===== src/rtl/core_types_pkg.sv =====
// Shared types for the instruction-fetch slice: word type, queue entry layout
// and the fetch control state encoding.
package core_types_pkg;

  localparam int unsigned DEFAULT_FETCH_QUEUE_DEPTH = 4;
  localparam int unsigned WORD_W = 32;

  typedef logic [WORD_W-1:0] word_t;

  typedef struct packed {
    word_t pc;
    word_t instr;
  } fetch_entry_t;

  localparam int unsigned ENTRY_W = $bits(fetch_entry_t);

  typedef enum logic [1:0] {
    StFetch     = 2'd0,
    StStallFull = 2'd1,
    StHalted    = 2'd2
  } fetch_state_t;

endpackage


===== src/rtl/fetch_queue.sv =====
// Circular instruction queue with occupancy count; flush empties it and wins
// over a same-cycle enqueue or dequeue.
module fetch_queue
  import core_types_pkg::*;
#(
  parameter int unsigned DEPTH = DEFAULT_FETCH_QUEUE_DEPTH,
  localparam int unsigned PTR_W = $clog2(DEPTH),
  localparam int unsigned CNT_W = PTR_W + 1
) (
  input  logic               CLK,
  input  logic               nRST,
  input  logic               i_enq,
  input  logic [ENTRY_W-1:0] i_enq_data,
  input  logic               i_deq,
  input  logic               i_flush,
  output logic [ENTRY_W-1:0] o_head,
  output logic [CNT_W-1:0]   o_count
);

  logic [ENTRY_W-1:0] r_mem [DEPTH];
  logic [PTR_W-1:0]   r_head;
  logic [PTR_W-1:0]   r_tail;
  logic [CNT_W-1:0]   r_count;
  logic               w_do_enq;
  logic               w_do_deq;

  assign w_do_enq = i_enq & (r_count != CNT_W'(DEPTH));
  assign w_do_deq = i_deq & (r_count != '0);

  // Pointers are exactly log2(DEPTH) bits, so increment wraps modulo DEPTH.
  always_ff @(posedge CLK or negedge nRST) begin
    if (!nRST) begin
      r_head  <= '0;
      r_tail  <= '0;
      r_count <= '0;
    end else if (i_flush) begin
      r_head  <= '0;
      r_tail  <= '0;
      r_count <= '0;
    end else begin
      if (w_do_enq) r_tail <= r_tail + PTR_W'(1);
      if (w_do_deq) r_head <= r_head + PTR_W'(1);
      unique case ({w_do_enq, w_do_deq})
        2'b10:   r_count <= r_count + CNT_W'(1);
        2'b01:   r_count <= r_count - CNT_W'(1);
        default: r_count <= r_count;
      endcase
    end
  end

  always_ff @(posedge CLK) begin
    if (w_do_enq && !i_flush) begin
      r_mem[r_tail] <= i_enq_data;
    end
  end

  assign o_head  = r_mem[r_head];
  assign o_count = r_count;

endmodule


===== src/rtl/fetch_unit.sv =====
// Instruction fetch front end: PC generation against a blocking i$, redirect
// and sticky halt handling, and a decoupling queue towards decode.
module fetch_unit
  import core_types_pkg::*;
#(
  parameter int unsigned FETCH_QUEUE_DEPTH = DEFAULT_FETCH_QUEUE_DEPTH,
  parameter logic [31:0] RESET_PC          = 32'h0000_0000
) (
  input  logic        CLK,
  input  logic        nRST,
  output logic        DUT_error,
  output logic        icache_REN,
  output logic [31:0] icache_addr,
  output logic        icache_halt,
  input  logic        icache_hit,
  input  logic [31:0] icache_load,
  output logic        fetch_valid,
  input  logic        fetch_ready,
  output logic [31:0] fetch_instr,
  output logic [31:0] fetch_pc,
  input  logic        redirect_valid,
  input  logic [31:0] redirect_pc,
  input  logic        halt
);

  localparam int unsigned CNT_W = $clog2(FETCH_QUEUE_DEPTH) + 1;

  word_t              r_pc;
  logic               r_halted;
  logic               r_dut_error;
  fetch_state_t       r_state;
  fetch_state_t       w_state_d;
  logic [CNT_W-1:0]   w_count;
  logic [CNT_W-1:0]   w_count_nxt;
  logic               w_full;
  logic               w_enq;
  logic               w_deq;
  fetch_entry_t       w_enq_entry;
  fetch_entry_t       w_head;
  logic [ENTRY_W-1:0] w_head_bits;

  // Issue decision uses registered occupancy only; a dequeue this cycle does
  // not free a slot until the next one.
  assign w_full      = (w_count == CNT_W'(FETCH_QUEUE_DEPTH));
  assign icache_REN  = ~r_halted & ~redirect_valid & ~w_full;
  assign icache_addr = r_pc;
  assign icache_halt = r_halted;

  assign w_enq = icache_REN & icache_hit;
  assign w_deq = fetch_valid & fetch_ready & ~redirect_valid;

  assign w_enq_entry = '{pc: r_pc, instr: icache_load};

  fetch_queue #(
    .DEPTH(FETCH_QUEUE_DEPTH)
  ) u_queue (
    .CLK       (CLK),
    .nRST      (nRST),
    .i_enq     (w_enq),
    .i_enq_data(w_enq_entry),
    .i_deq     (w_deq),
    .i_flush   (redirect_valid),
    .o_head    (w_head_bits),
    .o_count   (w_count)
  );

  assign w_head      = fetch_entry_t'(w_head_bits);
  assign fetch_valid = (w_count != '0);
  assign fetch_instr = w_head.instr;
  assign fetch_pc    = w_head.pc;
  assign DUT_error   = r_dut_error;

  always_comb begin
    w_count_nxt = w_count;
    if (redirect_valid) begin
      w_count_nxt = '0;
    end else if (w_enq && !w_deq) begin
      w_count_nxt = w_count + CNT_W'(1);
    end else if (!w_enq && w_deq) begin
      w_count_nxt = w_count - CNT_W'(1);
    end
  end

  always_comb begin
    w_state_d = r_state;
    if (r_state == StHalted) begin
      w_state_d = StHalted;
    end else if (redirect_valid) begin
      w_state_d = StFetch;
    end else if (halt) begin
      w_state_d = StHalted;
    end else if (w_count_nxt == CNT_W'(FETCH_QUEUE_DEPTH)) begin
      w_state_d = StStallFull;
    end else begin
      w_state_d = StFetch;
    end
  end

  // A same-cycle redirect takes precedence, so halt is only latched without one.
  always_ff @(posedge CLK or negedge nRST) begin
    if (!nRST) begin
      r_pc        <= RESET_PC;
      r_halted    <= 1'b0;
      r_state     <= StFetch;
      r_dut_error <= 1'b0;
    end else begin
      r_state     <= w_state_d;
      r_dut_error <= icache_hit & ~icache_REN;
      if (halt && !redirect_valid) r_halted <= 1'b1;
      if (redirect_valid) begin
        r_pc <= {redirect_pc[31:2], 2'b00};
      end else if (w_enq) begin
        r_pc <= r_pc + 32'd4;
      end
    end
  end

endmodule


===== config.mk =====
export PLATFORM = sky130hd
export DESIGN_NAME = fetch_unit
export DESIGN_NICKNAME = d
export VERILOG_FILES = /design/src/rtl/core_types_pkg.sv /design/src/rtl/fetch_queue.sv /design/src/rtl/fetch_unit.sv
export SDC_FILE = /design/constraint.sdc
export NUM_CORES = 1
export LEC_CHECK = 0
export BUFFER_PORTS_ARGS = -buffer_cell sky130_fd_sc_hd__buf_2
export CAP_MARGIN = 15
export CORE_ASPECT_RATIO = 0.7
export CORE_MARGIN = 2
export CORE_UTILIZATION = 45
export DETAILED_ROUTE_END_ITERATION = 8
export PLACE_DENSITY = 0.64
export RECOVER_POWER = 25
export SLEW_MARGIN = 10
export SYNTH_ARGS = -nofsm -noshare
export SYNTH_HDL_FRONTEND = slang
export SYNTH_SLANG_ARGS = --single-unit

===== constraint.sdc =====
create_clock -name CLK -period 5.32 [get_ports CLK]
set_clock_uncertainty 0.05 [all_clocks]
set_input_delay 1.064 -clock CLK [delete_from_list [all_inputs] [get_ports CLK]]
set_output_delay 1.064 -clock CLK [all_outputs]
set_load 0.05 [all_outputs]

==> results of run 1 <==
## area by class of cell
cell class                      instances  area (sq um)
Tap cell                              325           407
Multi-Input combinational cell        259          2690
Clock buffer                           34           722
Inverter                                5          18.8
Fill cell                            1960         11300
Clock inverter                         13           161
Sequential cell                       287          8430
Timing Repair Buffer                  165           810
## how the worst max path moves through the flow
stage | from | to | cells after the start | slack, ns
6_report | u_queue.r_head[0]$_DFFE_PN0P_ | fetch_instr[13] | 3 | 1.51
2_1_floorplan | redirect_valid | u_queue.r_mem[0][0]$_DFFE_PP_ | 3 | 1.71
3_3_place_gp | redirect_valid | u_queue.o_count[2]$_DFFE_PN0P_ | 9 | 1.47
5_1_grt | u_queue.r_head[0]$_DFFE_PN0P_ | fetch_instr[11] | 3 | 1.27
4_1_cts | u_queue.r_head[0]$_DFFE_PN0P_ | fetch_instr[13] | 3 | 1.36
3_5_place_dp | redirect_valid | u_queue.o_count[2]$_DFFE_PN0P_ | 9 | 1.45
## power by group through the flow
| stage | Sequential [mW] | Clock (mW) | Combinational, mW |
|---|---|---|---|
| after floorplan | 2.66 | 0 | 0.671 |
| after global placement | 2.65 | 0 | 0.903 |
| after detailed placement | 2.66 | 0 | 0.915 |
| after CTS | 2.61 | 1.96 | 0.916 |
| after global routing | 2.62 | 2.05 | 0.951 |
| final | 2.60 | 1.92 | 0.902 |
## metal layers
metal	track usage, %	wire length, um
met5	0	0
met4	4.83	514
met3	3.38	1820
met2	30.0	11400
met1	26.8	10500
## synthesized netlist by cell type (7+ instances only)
cell	number	area (sq um)
dfrtp_1	39	976
nand2_1	37	139
nor2_1	16	60.1
mux4_2	62	1400
clkbuf_1	13	48.8
buf_2	9	45.0
nand3_1	19	95.1
edfxtp_1	248	7450
and3_1	8	50.1
nand4_1	7	43.8
o311ai_0	9	78.8
o21ai_0	14	70.1
o211ai_1	13	97.6
## critical path, stage by stage (launching register included)
cell and delay [ns]:
dfrtp_4 0.84, buf_4 0.51, mux4_2 0.58, buf_2 0.23
## stage by stage
stage	area, sq um	utilization [%]
3_5_place_dp	12400	50.4
5_1_grt	13200	53.9
6_report	13200	53.9
3_3_place_gp	12400	50.4
2_1_floorplan	11200	-
4_1_cts	13300	54.0
## sequential cells by signal, indices dropped and copies added, names as in the netlist
signal           count
u_queue.r_tail       2
u_queue.r_mem      248
icache_addr         30
u_queue.r_head       2
u_queue.o_count      3
icache_halt          1
DUT_error            1
## logic make-up (layout without fill, tap and decap cells)
kind of cell	Yosys count	count (layout)	share of synthesized area, %
flip-flops	287	287	74.9
AND/OR/NAND/NOR	117	117	5.77
multiplexers	66	66	12.8
AO/OA/AOI/OAI	60	60	3.83
buffers and inverters	34	217	1.44
adder cells (fa/ha/maj)	6	6	0.735
XOR/XNOR	6	6	0.468
other	1	4	0.0334
==> qor.yml, run 1 <==
p_int_mw: 3.93
cts.clk_slew.worst_paths_ns: 0.06
power_mw: 5.42
grt_pass1_wl_um: 37100
row_count: 48
vias_per_cell: 5.70
max_freq_mhz: 263
leakagePower_nw: 4.54
final_cell_mix: "edfxtp_1, buf_2, mux4_2"
worstHoldPathCells: 1
finalWirelength_um: 24200
port_buffers: 163
stdcell_count: 1088
cts_hold_buf: 0
wl_per_cell_um: 22.3
antenna_cells: 0
worst_slack_ns: 1.51
worstReg2RegStart: "icache_halt$_DFFE_PN0P_"
die_h_um: 136
first_pass_iters: 4
cts_resized: 0
num_vias: 6203
core_region_area_sq_mm: 0.0246
drc: 0
post_cts_buffers: 0
startpoint_type: "flip-flop"
grt_pass1_vias: 6468
gp_congestion: 0.851
grt_antenna_before_repair: 0
initial_utilization_pct: 45.8
required_ns: 4.21
pwr-share-seq_pct: 48.0
ant_nets: 0
maxCapViolCount: 0
yosysSeqAreaShare_pct: 74.9
hold_viol: 0
end_kind: "primary output"
ys.warnings.count: 0
outcome: "finished, final reports clean"
h-tree-depth: 1
dpl.cell_count: 1041
layout_min_cycle_time_ns: 3.81
maxSlewViolCount: 0
clock_path_buffers: 3
arrival_ns: 2.69
layout_commonest_cell: "edfxtp_1"
initialDrtViolationCount: 425
worstHoldStart: "icache_halt$_DFFE_PN0P_"
synth_area_sq_mm: 0.0112
max-vdd-ir-drop_mv: 0.243
synth_edf_count: 248
cts_sinks: 287
ios: 170
synthToLayoutAreaGrowth_pct: 17.8
period_share_pct: 71.6
holdWs_ns: 0.512
gr-total-overflow: 0
pre_cts_ws_ns: 1.45
critPathKind: "reg2out"
combPwrFrac_pct: 16.6
rrSetupSlack_ns: 2.56
worst_slew_pin_slew_ns: 1.05
rsz0062_at_grt: "false"
synth.avg_cell_area_sq_um: 19.5
power-per-cell-area_mw_per_mm2: 410
place_hpwl_um: 14300
reg2reg_depth: 8
hold_path.class: "reg2reg"
switching_share_pct: 27.5
ys.flop_type: "edfxtp_1"
root_buffer: "clkbuf_16"
cts_tree: "yes"
switchingPower_mw: 1.49
relSlewSlack_pct: 30.0
fp.dieArea_sq_mm: 0.0263
reg2reg_to: "u_queue.o_count[2]$_DFFE_PN0P_"
grt_max_degree: 64
layout-drive-gt1-share_pct: 34.5
setup_violations: 0
grtUsageTotal_pct: 18.8
postSynthCellCount: 577
synth-async-reset-ratio_pct: 13.6
clkPwrFrac_pct: 35.4
ys_ff_latch: 287
insertion_delay_ns: 0.52
holdPathEnd: "icache_halt$_DFFE_PN0P_"
crit_fanout: 28
netlist-cell-type-count: 49
cts_made_buffers: 27
finalNetCount: 821
final.setup.tns_ns: 0
die_w_um: 193
No activity file was read; power rests on OpenSTA's default activity.
==> run 2: changes to the inputs <==
==> constraint.sdc (replaced) <==
create_clock -name CLK -period 3.9 [get_ports CLK]
set_clock_uncertainty 0.05 [all_clocks]
set_input_delay 0.78 -clock CLK [delete_from_list [all_inputs] [get_ports CLK]]
set_output_delay 0.78 -clock CLK [all_outputs]
set_load 0.05 [all_outputs]
==> run 2 against run 1 <==
  * First-iteration DRC count grew 32%
  * Core utilization grew 0.59 points
  * Register-to-register slack lost 1.4 ns
  * Global-route usage shrank 0.24 points
  * Critical path depth is the same
  * Cell area grew 1.1%
  * Sequential cell count is the same
  * Final cell count grew 1.4%
  * Worst setup slack lost 0.84 ns
==> qor.yml, run 2 (synthesis results as in run 1) <==
critPathKind: "reg2out"
finalWirelength_um: 24200  # -0.24%
hold_path.class: "in2async"
place_hpwl_um: 15200  # +6.0%
num-fill-cells: 1961  # +0.051%
crit_fanout: 43  # +54%
grt_pass1_wl_um: 36300  # -2.3%
synthToLayoutAreaGrowth_pct: 19.0
cts_resized: 0  # unchanged
cts_hold_buf: 0  # unchanged
grt_antenna_before_repair: 1  # +1
num_vias: 6195  # -0.13%
ios: 170  # unchanged
gp_congestion: 0.826  # -2.9%
cts_sinks: 287  # unchanged
finalNetCount: 832  # +1.3%
dpl.cell_count: 1051  # +0.96%
final_cell_mix: "edfxtp_1, buf_2, mux4_2"
max-vdd-ir-drop_mv: 0.339  # +40%
gr-total-overflow: 0  # unchanged
hold_viol: 0  # unchanged
rsz0062_at_grt: "false"
final.setup.tns_ns: 0  # unchanged
period_share_pct: 82.8
maxSlewViolCount: 0  # unchanged
die_w_um: 193  # unchanged
multi_input_area_sq_mm: 0.00269  # unchanged
fp.dieArea_sq_mm: 0.0263  # unchanged
insertion_delay_ns: 0.54  # +0.02 ns
ant_nets: 0  # unchanged
setup_violations: 0  # unchanged
grt_pass1_vias: 6312  # -2.4%
clock_path_buffers: 3  # unchanged
layout_commonest_cell: "edfxtp_1"
initial_utilization_pct: 45.8  # unchanged
grtUsageTotal_pct: 18.5  # -0.24 points
wl_per_cell_um: 21.9  # -1.6%
regArea_sq_mm: 0.00843  # unchanged
worst_slew_pin_slew_ns: 0.927  # -0.124 ns
startpoint_type: "flip-flop"
cts_made_buffers: 28  # +3.7%
stdcell_count: 1103  # +1.4%
outcome: "finished, final reports clean"
arrival_ns: 2.40  # -0.29 ns
vias_per_cell: 5.62  # -1.5%
top_register: "u_queue.r_mem"
cts.clk_slew.worst_paths_ns: 0.07  # about the same
port_buffers: 163  # unchanged
h-tree-depth: 1  # unchanged
largest_reg_flops: 248  # unchanged
initialDrtViolationCount: 559  # +32%
root_buffer: "clkbuf_16"
post_cts_buffers: 0  # unchanged
first_pass_iters: 5  # +1
max_freq_mhz: 310
row_count: 48  # unchanged
drc: 0  # unchanged
grt_max_degree: 44  # -31%
required_ns: 3.07  # -1.14 ns
die_h_um: 136  # unchanged
layout_min_cycle_time_ns: 3.23
maxCapViolCount: 0  # unchanged
power-per-cell-area_mw_per_mm2: 555  # +35%
rrSetupSlack_ns: 1.15  # -1.41 ns
layout-drive-gt1-share_pct: 33.8  # -0.62 points
holdWs_ns: 0.331  # -0.181 ns
core_region_area_sq_mm: 0.0246  # unchanged
end_kind: "primary output"
relSlewSlack_pct: 38.2  # +8.2 points
leakagePower_nw: 4.58  # +0.80%
cts_tree: "yes"
[run 2: worst paths after layout]
kind,startpoint,end,depth (start not counted)
worst min register to register,icache_halt$_DFFE_PN0P_,icache_halt$_DFFE_PN0P_,1
min in group CLK,redirect_pc[4],icache_addr[4]$_DFFE_PN0N_,3
worst max register to register,u_queue.o_count[0]$_DFFE_PN0P_,icache_addr[9]$_DFFE_PN0N_,6
max in group asynchronous,nRST,u_queue.r_head[1]$_DFFE_PN0P_,1
worst min-delay path,nRST,icache_addr[5]$_DFFE_PN0N_,1
worst max-delay path,u_queue.r_head[1]$_DFFE_PN0P_,fetch_instr[21],3
[run 2: area by class of cell]
| class | count | area share [%] |
|---|---|---|
| sequential | 287 | 63.0 |
| multi-input combinational | 259 | 20.1 |
| timing repair buffer | 175 | 6.94 |
| clock buffer | 33 | 5.61 |
| tap | 325 | 3.04 |
| clock inverter | 18 | 1.17 |
| inverter | 5 | 0.140 |
| antenna | 1 | 0.0187 |
[run 2: critical path, stage by stage (launching register included)]
cell and delay (ns):
dfrtp_4 0.91, buf_4 0.36, mux4_2 0.35, buf_2 0.23
[run 2: per-layer routing]
layer  GRT usage [%]  up-vias  part of all wire [%]  wire length, um
li1                -     2739                     -                -
met1            26.5     3162                    44            10600
met2            29.2      254                    47            11300
met3            3.87       40                   7.6             1830
met4            4.96        0                   1.9              467
met5               0        -                     0                0
[run 2: per-stage QoR]
step,utilization [%],total power [mW],instance area [sq um],worst slack (ns)
floorplan,-,4.54,11200,0.572
global placement,50.9,4.86,12500,0.934
detailed placement,50.9,4.88,12500,0.940
CTS,54.6,7.51,13400,0.595
global route,54.5,7.69,13400,0.541
finish,54.5,7.43,13400,0.671
[run 2: report_power, final]
part	switching, mW	internal, mW
Combinational	0.848	0.416
Sequential	0.135	3.39
Clock	1.13	1.51
Total	2.11	5.32
==> run 3: changes to the inputs <==
--- a/config.mk
+++ b/config.mk
@@ -11,7 +11,7 @@
 export CORE_MARGIN = 2
 export CORE_UTILIZATION = 45
 export DETAILED_ROUTE_END_ITERATION = 8
-export PLACE_DENSITY = 0.64
+export PLACE_DENSITY = 0.67
 export RECOVER_POWER = 25
 export SLEW_MARGIN = 10
 export SYNTH_ARGS = -nofsm -noshare
==> constraint.sdc (replaced) <==
create_clock -name CLK -period 2.7 [get_ports CLK]
set_clock_uncertainty 0.05 [all_clocks]
set_input_delay 0.54 -clock CLK [delete_from_list [all_inputs] [get_ports CLK]]
set_output_delay 0.54 -clock CLK [all_outputs]
set_load 0.05 [all_outputs]
==> run 3 against run 2 <==
  * Sequential share of layout area is 1.0 points lower
  * Routed wire length increased by 1.3%
  * Sequential cell count unchanged
  * Clock-buffer cell count grew 10
  * Critical path type unchanged
  * Hold slack lost 0.15 ns
  * Worst setup slack worse by 0.61 ns
  * Non-clock buffer count grew 16
  * Die area unchanged
  * Global-route usage is 0.43 points higher
  * Cell area rose by 1.7%
  * Clock power grew 41%
  * Largest cell class unchanged
==> qor.yml, run 3 (synthesis results as in run 1) <==
period_share_pct: 97.8
max-vdd-ir-drop_mv: 0.439  # +29%
layout_commonest_cell: "edfxtp_1"
top_register: "u_queue.r_mem"
holdPathEnd: "icache_addr[21]$_DFFE_PN0N_"
die_h_um: 136  # unchanged
hold_path.class: "in2reg"
layout-drive-gt1-share_pct: 34.6  # +0.79 points
cts_made_buffers: 27  # -3.6%
maxSlewViolCount: 0  # unchanged
outcome: "finished, final reports clean"
placed_area_sq_mm: 0.0127  # +1.9%
grtUsageTotal_pct: 19.0  # +0.43 points
reg2reg_depth: 7  # +1
crit_fanout: 27  # -37%
required_ns: 2.11  # -0.96 ns
finalNetCount: 847  # +1.8%
grt_antenna_before_repair: 0  # -1
port_buffers: 163  # unchanged
setup_violations: 0  # unchanged
wl_per_cell_um: 21.9  # +0.10%
row_count: 48  # unchanged
met1_length_um: 10400  # -1.3%
relSlewSlack_pct: 46.1  # +7.9 points
regArea_sq_mm: 0.00843  # unchanged
gr-total-overflow: 0  # unchanged
maxCapViolCount: 0  # unchanged
worstHoldStart: "redirect_pc[21]"
critPathKind: "reg2out"
finalWirelength_um: 24500  # +1.3%
final_core_util_pct: 55.4  # +0.92 points
ant_nets: 0  # unchanged
startpoint_type: "flip-flop"
place_hpwl_um: 16000  # +5.3%
met3_length_um: 1910  # +4.2%
layout_min_cycle_time_ns: 2.64
synthToLayoutAreaGrowth_pct: 21.1
cts_sinks: 287  # unchanged
worst_slack_ns: 0.0600  # -0.611 ns
vias_per_cell: 5.67  # +0.88%
stdcell_count: 1116  # +1.2%
final_cell_mix: "edfxtp_1, buf_2, mux4_2"
insertion_delay_ns: 0.53  # about the same
pre_cts_ws_ns: 0.207  # -0.733 ns
reg2reg_to: "u_queue.o_count[2]$_DFFE_PN0P_"
max_freq_mhz: 379
rrSetupSlack_ns: 0.25  # -0.90 ns
worstHoldPathCells: 3
ios: 170  # unchanged
antenna_cells: 0  # -1
gp_congestion: 0.777  # -6.0%
fp.dieArea_sq_mm: 0.0263  # unchanged
dpl.cell_count: 1066  # +1.4%
root_buffer: "clkbuf_16"
drc: 0  # unchanged
finish.instance_area_sq_mm: 0.0136  # +1.7%
num-fill-cells: 1904  # -2.9%
cts_tree: "yes"
cts.clk_slew.worst_paths_ns: 0.06  # about the same
post_cts_buffers: 0  # unchanged
arrival_ns: 2.05  # -0.35 ns
core_region_area_sq_mm: 0.0246  # unchanged
power-per-cell-area_mw_per_mm2: 787  # +42%
num_vias: 6323  # +2.1%
initial_utilization_pct: 45.8  # unchanged
dr.max_layer_used: "met4"
leakagePower_nw: 4.67  # +2.1%
die_w_um: 193  # unchanged
clock_path_buffers: 3  # unchanged
hold_viol: 0  # unchanged
h-tree-depth: 1  # unchanged
multi_input_area_sq_mm: 0.00269  # about the same
worst_slew_pin_slew_ns: 0.807  # -0.120 ns
dr_wl_met2_um: 11600  # +2.1%
grt_pass1_vias: 6217  # -1.5%
grt_pass1_wl_um: 37200  # +2.6%
worstReg2RegStart: "u_queue.o_count[1]$_DFFE_PN0P_"
holdWs_ns: 0.184  # -0.146 ns
grt_max_degree: 52  # +18%
first_pass_iters: 6  # +1
end_kind: "primary output"
largest_reg_flops: 248  # unchanged
rsz0062_at_grt: "true"
initialDrtViolationCount: 506  # -9.5%
## run 3: worst max-delay path, stage by stage (launching register included)
cell and delay, ns:
dfrtp_4 0.47, buf_16 0.24, mux4_2 0.55, buf_2 0.23
## run 3: stage by stage
step / setup TNS (ns) / power, mW
global route: -0.0791 / 11.1
finish: 0 / 10.7
detailed placement: 0 / 7.10
floorplan: 0 / 6.56
global placement: 0 / 7.07
CTS: 0 / 10.8
## run 3: layout make-up
class | count | area share (%)
clock buffers | 43 | 5.78
clock inverters | 6 | 0.598
inverters | 5 | 0.138
multi-input cells | 259 | 19.8
flip-flops and latches | 287 | 62.0
well taps | 325 | 2.99
repair buffers | 191 | 8.77
## run 3: worst max path at each step
stage / slack, ns / startpoint / endpoint
floorplan: 0.009 / redirect_valid / u_queue.o_count[2]$_DFFE_PN0P_
global placement: 0.17 / redirect_valid / u_queue.o_count[2]$_DFFE_PN0P_
detailed placement: 0.21 / redirect_valid / u_queue.o_count[2]$_DFFE_PN0P_
CTS: 0.02 / u_queue.r_head[0]$_DFFE_PN0P_ / fetch_pc[23]
global route: -0.02 / u_queue.r_head[0]$_DFFE_PN0P_ / fetch_instr[21]
finish: 0.06 / u_queue.r_head[0]$_DFFE_PN0P_ / fetch_instr[21]
## run 3: what timing repair did
| item | in CTS | in global routing |
|---|---|---|
| endpoints found under the hold margin | 19 | 0 |
| hold buffers | 1 | 0 |
| gates resized for setup | 0 | 8 |
| setup endpoints to repair | 0 | 17 |
## run 3: per-layer routing
| metal | track usage [%] | vias up |
|---|---|---|
| met3 | 3.51 | 50 |
| met2 | 29.6 | 282 |
| li1 | - | 2762 |
| met1 | 27.7 | 3229 |
| met5 | 0 | - |
| met4 | 4.92 | 0 |
## run 3: power breakdown
part           total [mW]  leakage, nW  internal (mW)  switching, mW
Sequential           5.05         2.71           4.90          0.144
Combinational        1.94         1.54          0.654           1.28
Clock                3.72        0.419           2.17           1.54
Total                10.7         4.67           7.73           2.97
